<file path="config.mk">
export PLATFORM = sky130hd
export DESIGN_NAME = mem_ctrl_flat
export DESIGN_NICKNAME = d
export VERILOG_FILES = /design/src/rtl/mem_ctrl_if.sv /design/src/rtl/mem_ctrl.sv /design/src/flat_wrapper.sv
export SDC_FILE = /design/constraint.sdc
export NUM_CORES = 1
export LEC_CHECK = 0
export ABC_AREA = 1
export CAP_MARGIN = 20
export CORE_UTILIZATION = 41
export CTS_BUF_LIST = sky130_fd_sc_hd__clkbuf_8
export CTS_CLUSTER_DIAMETER = 80
export DETAILED_ROUTE_END_ITERATION = 10
export PLACE_DENSITY = 0.66
export RECOVER_POWER = 25
export SKIP_CTS_REPAIR_TIMING = 1
export SLEW_MARGIN = 10
export SYNTH_ARGS = -nofsm -noshare
export SYNTH_HDL_FRONTEND = slang
export SYNTH_SLANG_ARGS = --single-unit
</file>
<file path="constraint.sdc">
create_clock -name clk -period 6.4 [get_ports clk]
set_input_delay 0.96 -clock clk [delete_from_list [all_inputs] [get_ports clk]]
set_output_delay 0.96 -clock clk [all_outputs]
set_load 0.005 [all_outputs]
</file>
<file path="src/rtl/mem_ctrl_if.sv">
// rtl/mem_ctrl_if.sv - fetch, data-access and byte-wide RAM bus signals of mem_ctrl
interface mem_ctrl_if;
   logic        if_req;
   logic [31:0] if_addr;
   logic [31:0] inst_o;
   logic        if_done;

   logic        load_or_not;
   logic        store_or_not;
   logic [31:0] mem_addr_i;
   logic [2:0]  num_of_bytes;
   logic [31:0] store_data;
   logic [31:0] load_data;
   logic        mem_enable;

   logic [7:0]  ram_din;
   logic [7:0]  ram_dout;
   logic [31:0] ram_a;
   logic        ram_wr;

   // The controller side.
   modport slave (
      input  if_req, if_addr, load_or_not, store_or_not, mem_addr_i,
             num_of_bytes, store_data, ram_din,
      output inst_o, if_done, load_data, mem_enable, ram_dout, ram_a, ram_wr
   );

   // The requesters and the RAM.
   modport master (
      output if_req, if_addr, load_or_not, store_or_not, mem_addr_i,
             num_of_bytes, store_data, ram_din,
      input  inst_o, if_done, load_data, mem_enable, ram_dout, ram_a, ram_wr
   );
endinterface

</file>
<file path="src/rtl/mem_ctrl.sv">
// rtl/mem_ctrl.sv - arbitrates MEM loads/stores against IF fetches and serialises
// each access into little-endian byte transactions on an 8-bit RAM bus
module mem_ctrl (
   input  logic      clk,
   input  logic      rst,
   input  logic      rdy,
   mem_ctrl_if.slave bus
);
   typedef enum logic [1:0] {IDLE, LOAD, STORE, FETCH} state_e;

   state_e      state_q, state_d;
   logic [2:0]  cnt_q, cnt_d;
   logic [2:0]  n_q, n_d;
   logic [31:0] base_q, base_d;
   logic [31:0] wdata_q, wdata_d;
   logic [31:0] cap_q, cap_d;
   logic [31:0] ram_a_q, ram_a_d;
   logic [7:0]  ram_dout_q, ram_dout_d;
   logic        ram_wr_q, ram_wr_d;
   logic [31:0] load_data_q, load_data_d;
   logic [31:0] inst_q, inst_d;
   logic        mem_en_q, mem_en_d;
   logic        if_done_q, if_done_d;

   logic        accept;
   logic [2:0]  nxt;
   logic [2:0]  req_n;
   logic [31:0] req_addr;
   logic [31:0] assembled;

   // A done output still high means the request being retired is still asserted.
   assign accept = (state_q == IDLE) && !if_done_q && !mem_en_q
                   && (bus.load_or_not || bus.store_or_not || bus.if_req);

   assign nxt = cnt_q + 3'd1;

   always_comb begin
      req_n    = 3'd4;
      req_addr = bus.if_addr;
      if (bus.load_or_not || bus.store_or_not) begin
         req_addr = bus.mem_addr_i;
         case (bus.num_of_bytes)
            3'd1:    req_n = 3'd1;
            3'd2:    req_n = 3'd2;
            default: req_n = 3'd4;
         endcase
      end
   end

   // ram_din now carries byte cnt_q-1, whose address went out two edges ago.
   assign assembled = (cnt_q == 3'd0) ? cap_q
                      : (cap_q | ({24'd0, bus.ram_din} << {cnt_q - 3'd1, 3'b000}));

   always_comb begin
      state_d = state_q;
      case (state_q)
         IDLE: begin
            if (accept) begin
               if (bus.load_or_not)       state_d = LOAD;
               else if (bus.store_or_not) state_d = STORE;
               else                       state_d = FETCH;
            end
         end
         LOAD, FETCH: if (cnt_q == n_q) state_d = IDLE;
         STORE:       if (nxt == n_q)   state_d = IDLE;
         default:     state_d = IDLE;
      endcase
   end

   always_comb begin
      cnt_d       = cnt_q;
      n_d         = n_q;
      base_d      = base_q;
      wdata_d     = wdata_q;
      cap_d       = cap_q;
      ram_a_d     = ram_a_q;
      ram_dout_d  = ram_dout_q;
      ram_wr_d    = 1'b0;
      load_data_d = load_data_q;
      inst_d      = inst_q;
      mem_en_d    = 1'b0;
      if_done_d   = 1'b0;
      case (state_q)
         IDLE: begin
            if (accept) begin
               cnt_d   = 3'd0;
               n_d     = req_n;
               base_d  = req_addr;
               wdata_d = bus.store_data;
               cap_d   = '0;
               ram_a_d = req_addr;
               if (!bus.load_or_not && bus.store_or_not) begin
                  ram_dout_d = bus.store_data[7:0];
                  ram_wr_d   = 1'b1;
               end
            end
         end
         LOAD, FETCH: begin
            cnt_d = nxt;
            cap_d = assembled;
            if (nxt < n_q) ram_a_d = base_q + {29'd0, nxt};
            if (cnt_q == n_q) begin
               if (state_q == LOAD) begin
                  load_data_d = assembled;
                  mem_en_d    = 1'b1;
               end else begin
                  inst_d    = assembled;
                  if_done_d = 1'b1;
               end
            end
         end
         STORE: begin
            cnt_d = nxt;
            if (nxt == n_q) begin
               mem_en_d = 1'b1;
            end else begin
               ram_a_d    = base_q + {29'd0, nxt};
               ram_dout_d = wdata_q[{nxt[1:0], 3'b000} +: 8];
               ram_wr_d   = 1'b1;
            end
         end
         default: ;
      endcase
   end

   always_ff @(posedge clk or negedge rst) begin
      if (!rst)     state_q <= IDLE;
      else if (rdy) state_q <= state_d;
   end

   always_ff @(posedge clk or negedge rst) begin
      if (!rst) begin
         cnt_q       <= '0;
         n_q         <= '0;
         base_q      <= '0;
         wdata_q     <= '0;
         cap_q       <= '0;
         ram_a_q     <= '0;
         ram_dout_q  <= '0;
         ram_wr_q    <= 1'b0;
         load_data_q <= '0;
         inst_q      <= '0;
         mem_en_q    <= 1'b0;
         if_done_q   <= 1'b0;
      end else if (rdy) begin
         cnt_q       <= cnt_d;
         n_q         <= n_d;
         base_q      <= base_d;
         wdata_q     <= wdata_d;
         cap_q       <= cap_d;
         ram_a_q     <= ram_a_d;
         ram_dout_q  <= ram_dout_d;
         ram_wr_q    <= ram_wr_d;
         load_data_q <= load_data_d;
         inst_q      <= inst_d;
         mem_en_q    <= mem_en_d;
         if_done_q   <= if_done_d;
      end
   end

   // A write held across a stall must not commit until rdy returns.
   assign bus.ram_wr     = ram_wr_q & rdy;
   assign bus.ram_a      = ram_a_q;
   assign bus.ram_dout   = ram_dout_q;
   assign bus.inst_o     = inst_q;
   assign bus.if_done    = if_done_q;
   assign bus.load_data  = load_data_q;
   assign bus.mem_enable = mem_en_q;
endmodule

</file>
<file path="src/flat_wrapper.sv">
// flat-port wrapper written by rule: the top's interface ports become plain ports
module mem_ctrl_flat 
  (clk, rst, rdy, bus_if_req, bus_if_addr, bus_load_or_not, bus_store_or_not, bus_mem_addr_i, bus_num_of_bytes, bus_store_data, bus_ram_din, bus_inst_o, bus_if_done, bus_load_data, bus_mem_enable, bus_ram_dout, bus_ram_a, bus_ram_wr);
  mem_ctrl_if bus_i ();
  input  logic clk;
  input  logic rst;
  input  logic rdy;
  input wire logic [$bits(bus_i.if_req)-1:0] bus_if_req;
  input wire logic [$bits(bus_i.if_addr)-1:0] bus_if_addr;
  input wire logic [$bits(bus_i.load_or_not)-1:0] bus_load_or_not;
  input wire logic [$bits(bus_i.store_or_not)-1:0] bus_store_or_not;
  input wire logic [$bits(bus_i.mem_addr_i)-1:0] bus_mem_addr_i;
  input wire logic [$bits(bus_i.num_of_bytes)-1:0] bus_num_of_bytes;
  input wire logic [$bits(bus_i.store_data)-1:0] bus_store_data;
  input wire logic [$bits(bus_i.ram_din)-1:0] bus_ram_din;
  output wire logic [$bits(bus_i.inst_o)-1:0] bus_inst_o;
  output wire logic [$bits(bus_i.if_done)-1:0] bus_if_done;
  output wire logic [$bits(bus_i.load_data)-1:0] bus_load_data;
  output wire logic [$bits(bus_i.mem_enable)-1:0] bus_mem_enable;
  output wire logic [$bits(bus_i.ram_dout)-1:0] bus_ram_dout;
  output wire logic [$bits(bus_i.ram_a)-1:0] bus_ram_a;
  output wire logic [$bits(bus_i.ram_wr)-1:0] bus_ram_wr;
  assign bus_i.if_req = bus_if_req;
  assign bus_i.if_addr = bus_if_addr;
  assign bus_i.load_or_not = bus_load_or_not;
  assign bus_i.store_or_not = bus_store_or_not;
  assign bus_i.mem_addr_i = bus_mem_addr_i;
  assign bus_i.num_of_bytes = bus_num_of_bytes;
  assign bus_i.store_data = bus_store_data;
  assign bus_i.ram_din = bus_ram_din;
  assign bus_inst_o = bus_i.inst_o;
  assign bus_if_done = bus_i.if_done;
  assign bus_load_data = bus_i.load_data;
  assign bus_mem_enable = bus_i.mem_enable;
  assign bus_ram_dout = bus_i.ram_dout;
  assign bus_ram_a = bus_i.ram_a;
  assign bus_ram_wr = bus_i.ram_wr;
  mem_ctrl u_core (.clk(clk), .rst(rst), .rdy(rdy), .bus(bus_i));
endmodule
</file>
==> results.py <==
metrics = {
    "sta": {
        "finalCritPeriodShare": 0.600,
        "relSlewSlack": -0.972,
        "finalMaxSlewViolations": 118,
        "tns_ns": 0,
        "hold_viol": 0,
        "worst_pin_slew_ns": 2.96,
        "rsz0062_at_grt": "false",
        "min_period_ns": 3.84,
        "finClkSkew_ns": 0.0284,
        "fmax_mhz": 261,
        "finalSetupViolCount": 0,
    },
    "setup_path": {
        "worstSetupEndpointType": "asynchronous set/reset pin",
        "worstPathArrival_ns": 3.81,
        "critPathKind": "input pin to asynchronous set/reset pin",
        "start_kind": "input pin",
        "crit_family": "buffers and inverters",
        "worstPathRequired_ns": 6.37,
        "slowest_delay_ns": 2.14,
        "crit_chain": "clkbuf_8, clkbuf_2",
        "crit_buf_inv": 2,
        "crit_fanout": 117,
        "crit_slowest_cell": "clkbuf_2",
    },
    "finish": {
        "syn_to_final_growth_pct": 27.9,
        "fin_nets": 1734,
        "final_cells": 1962,
        "drive_above_1_share": 0.0625,
        "nFillCells": 2393,
        "diodes": 0,
    },
    "route": {
        "top_layer": "met4",
        "viasPerCell": 5.03,
        "drtAntennaViolNets": 0,
        "finalWirelength_um": 32300,
        "met1_length_um": 14900,
        "first_pass_iters": 8,
        "wl_met3_um": 1960,
        "wl_per_cell_um": 16.4,
        "vias": 9868,
        "met2WireLength_um": 14900,
        "drc_errors": 0,
        "drt-initial-drc-count": 839,
    },
    "synthesis": {
        "ys_seq_elements": 211,
        "synth.net_count": 1528,
        "yosysUniqueCellTypes": 42,
        "syn_avg_cell_area_um2": 7.67,
        "syn_inst": 1405,
        "yosysSeqAreaShare": 0.490,
        "synth_area_um2": 10800,
        "ys.warnings.count": 0,
    },
    "global_route": {
        "antenna_found_initial": 0,
        "grt_overflow_total": 0,
        "grt_pass1_vias": 9938,
        "track_usage": 0.247,
        "grt_pass1_wl_um": 52500,
        "grt_max_degree": 118,
    },
    "floorplanning": {
        "ioPinCount": 220,
        "start_util": 0.423,
        "die_h_um": 164,
        "die_width_um": 164,
        "row_count": 58,
        "coreArea_um2": 25500,
        "dieArea_um2": 26900,
    },
    "placed_design": {
        "dp_cells": 1900,
        "hpwlAfterDp_um": 22700,
        "io_buffers": 219,
        "routabilityCongestion": 0.910,
    },
    "clocking": {
        "cts_num_sinks": 211,
        "clkLatencyLatePin_ns": 0.53,
        "cts-htree-levels": 2,
        "tritoncts": "yes",
        "root_buffer": "clkbuf_8",
        "clockBufferDepth": 3,
        "cts-buffers-inserted": 38,
        "clk_pin_slew_ns": 0.05,
    },
    "run_status": {
        "violations": "capacitance limit, slew limit",
        "status": "finished, violations left",
    },
    "power": {
        "powerDensity_nw_per_um2": 412,
        "p_sw_frac": 0.409,
        "switching_power_mw": 2.32,
        "ir_drop_mv": 0.233,
        "p_int_mw": 3.36,
        "combinationalPowerShare": 0.424,
        "p_seq_frac": 0.368,
        "clockPowerShare": 0.209,
        "leakagePower_nw": 6.65,
        "power.total_mw": 5.68,
    },
    "min_path": {
        "hold_path.class": "register to register",
    },
    "run": {
        "maxCapViolations": 1,
    },
}
## per-stage QoR
stage | setup WS (ns) | hold WS (ns) | util | instance area, µm²
2_1_floorplan | 3.71 | 0.437 | - | 10800
3_3_place_gp | 2.92 | 0.452 | 0.514 | 13100
3_5_place_dp | 2.71 | 0.457 | 0.514 | 13100
4_1_cts | 2.66 | 0.471 | 0.541 | 13800
5_1_grt | 1.86 | 0.482 | 0.541 | 13800
6_report | 2.56 | 0.467 | 0.541 | 13800
## area by class of cell
| class | instances | area (µm²) | share of cell area |
|---|---|---|---|
| multi-input combinational | 1038 | 4770 | 0.346 |
| clock inverter | 19 | 106 | 0.00771 |
| sequential | 211 | 5280 | 0.383 |
| timing repair buffer | 231 | 2300 | 0.166 |
| inverter | 91 | 347 | 0.0251 |
| tap | 330 | 413 | 0.0299 |
| clock buffer | 42 | 578 | 0.0419 |
## cell families (layout without fill, tap and decap cells)
group | after synthesis | after routing | synth area share
simple gates | 804 | 804 | 0.300
compound gates | 217 | 217 | 0.123
flops | 211 | 211 | 0.490
buf+inv | 156 | 383 | 0.0678
fa+ha+maj | 10 | 10 | 0.0123
mux | 4 | 4 | 0.00371
xor+xnor | 3 | 3 | 0.00313
## sequential cells by signal, summed over array words and instances (netlist names)
register / count
u_core.bus.inst_o: 32
u_core.n_q: 3
u_core.bus.ram_dout: 8
u_core.bus.ram_a: 32
u_core.base_q: 32
u_core.ram_wr_q: 1
u_core.bus.load_data: 32
u_core.wdata_q: 32
u_core.cnt_q: 3
u_core.cap_q: 32
u_core.bus.mem_enable: 1
u_core.bus.if_done: 1
u_core.state_q: 2
## cells in the final DEF (no fill, tap or decap), types with 2 or more instances in the layout
cell type        synthesis  final
o21bai_1                18     18
nand2_2                  7      7
a21boi_0                10     10
o22ai_1                  4      4
nand4_1                  3      3
nor2_1                  90     89
clkdlybuf4s50_1          0    218
nor3_4                   2      2
o21ai_1                 13     13
a21oi_1                 12     12
a21boi_1                21     21
inv_2                    7      7
nor2_4                   2      2
clkbuf_8                 0     43
clkinv_2                 0      3
nand3_1                 89     89
inv_4                    2      2
o21ai_0                120    120
ha_1                     9      9
dfrtp_1                211    211
buf_4                    3     10
nand2_1                604    604
o21bai_2                14     14
mux2i_1                  4      4
inv_1                   82     96
## path summary, 6_finish.rpt
path	from	to	slack [ns]	cells past startpoint
min in group asynchronous	rst	u_core.bus.ram_a[22]	0.49	1
max reg2reg	u_core.cnt_q[0]	u_core.bus.ram_a[20]	2.66	11
max in group clk	u_core.cnt_q[0]	u_core.bus.ram_a[20]	2.66	11
min	u_core.bus.load_data[0]	u_core.bus.load_data[0]	0.47	2
min reg2reg	u_core.bus.load_data[0]	u_core.bus.load_data[0]	0.47	2
max	rst	u_core.bus.inst_o[20]	2.56	2
## metal layers
| layer | vias up | global-route usage |
|---|---|---|
| met5 | - | 0 |
| met4 | 0 | 0.0648 |
| met3 | 43 | 0.0371 |
| met2 | 308 | 0.397 |
| met1 | 4648 | 0.347 |
| li1 | 4869 | - |
## cell usage after synthesis
library cell | instances | share of area
o211ai_2 | 1 | 0.0012
o21ai_1 | 13 | 0.0060
inv_1 | 82 | 0.029
nor3_4 | 2 | 0.0030
a21oi_4 | 1 | 0.0015
o211ai_1 | 1 | 0.00070
buf_2 | 25 | 0.012
and2_1 | 1 | 0.00058
xnor2_2 | 1 | 0.0015
nand2_2 | 7 | 0.0041
nand2_1 | 604 | 0.21
o21bai_2 | 14 | 0.015
xor2_1 | 1 | 0.00081
buf_6 | 13 | 0.014
inv_4 | 2 | 0.0012
fa_1 | 1 | 0.0019
nor4_1 | 1 | 0.00058
o21bai_1 | 18 | 0.013
a21o_1 | 1 | 0.00070
nand3b_1 | 1 | 0.00070
ha_1 | 9 | 0.010
o22ai_1 | 4 | 0.0023
nand3_2 | 1 | 0.00093
o21ai_0 | 120 | 0.056
clkbuf_1 | 21 | 0.0073
o21a_1 | 1 | 0.00070
buf_4 | 3 | 0.0021
nand4_1 | 3 | 0.0017
inv_2 | 7 | 0.0024
mux2i_1 | 4 | 0.0037
nor2_4 | 2 | 0.0021
nand4_4 | 1 | 0.0020
dfrtp_1 | 211 | 0.49
nor2_1 | 90 | 0.031
or2_2 | 1 | 0.00058
a21oi_1 | 12 | 0.0056
a21boi_1 | 21 | 0.015
buf_1 | 3 | 0.0010
a21boi_0 | 10 | 0.0070
nand3_1 | 89 | 0.041
nor3_2 | 1 | 0.00093
xnor2_1 | 1 | 0.00081
## power groups by stage
stage	combinational (mW)	sequential, mW	clock (mW)
after floorplan	1.48	2.02	0
after global placement	2.36	2.10	0
after detailed placement	2.40	2.10	0
after CTS	2.41	2.09	1.21
after global routing	2.72	2.14	1.27
final	2.40	2.09	1.18
Power figures use the tool's default switching activity.
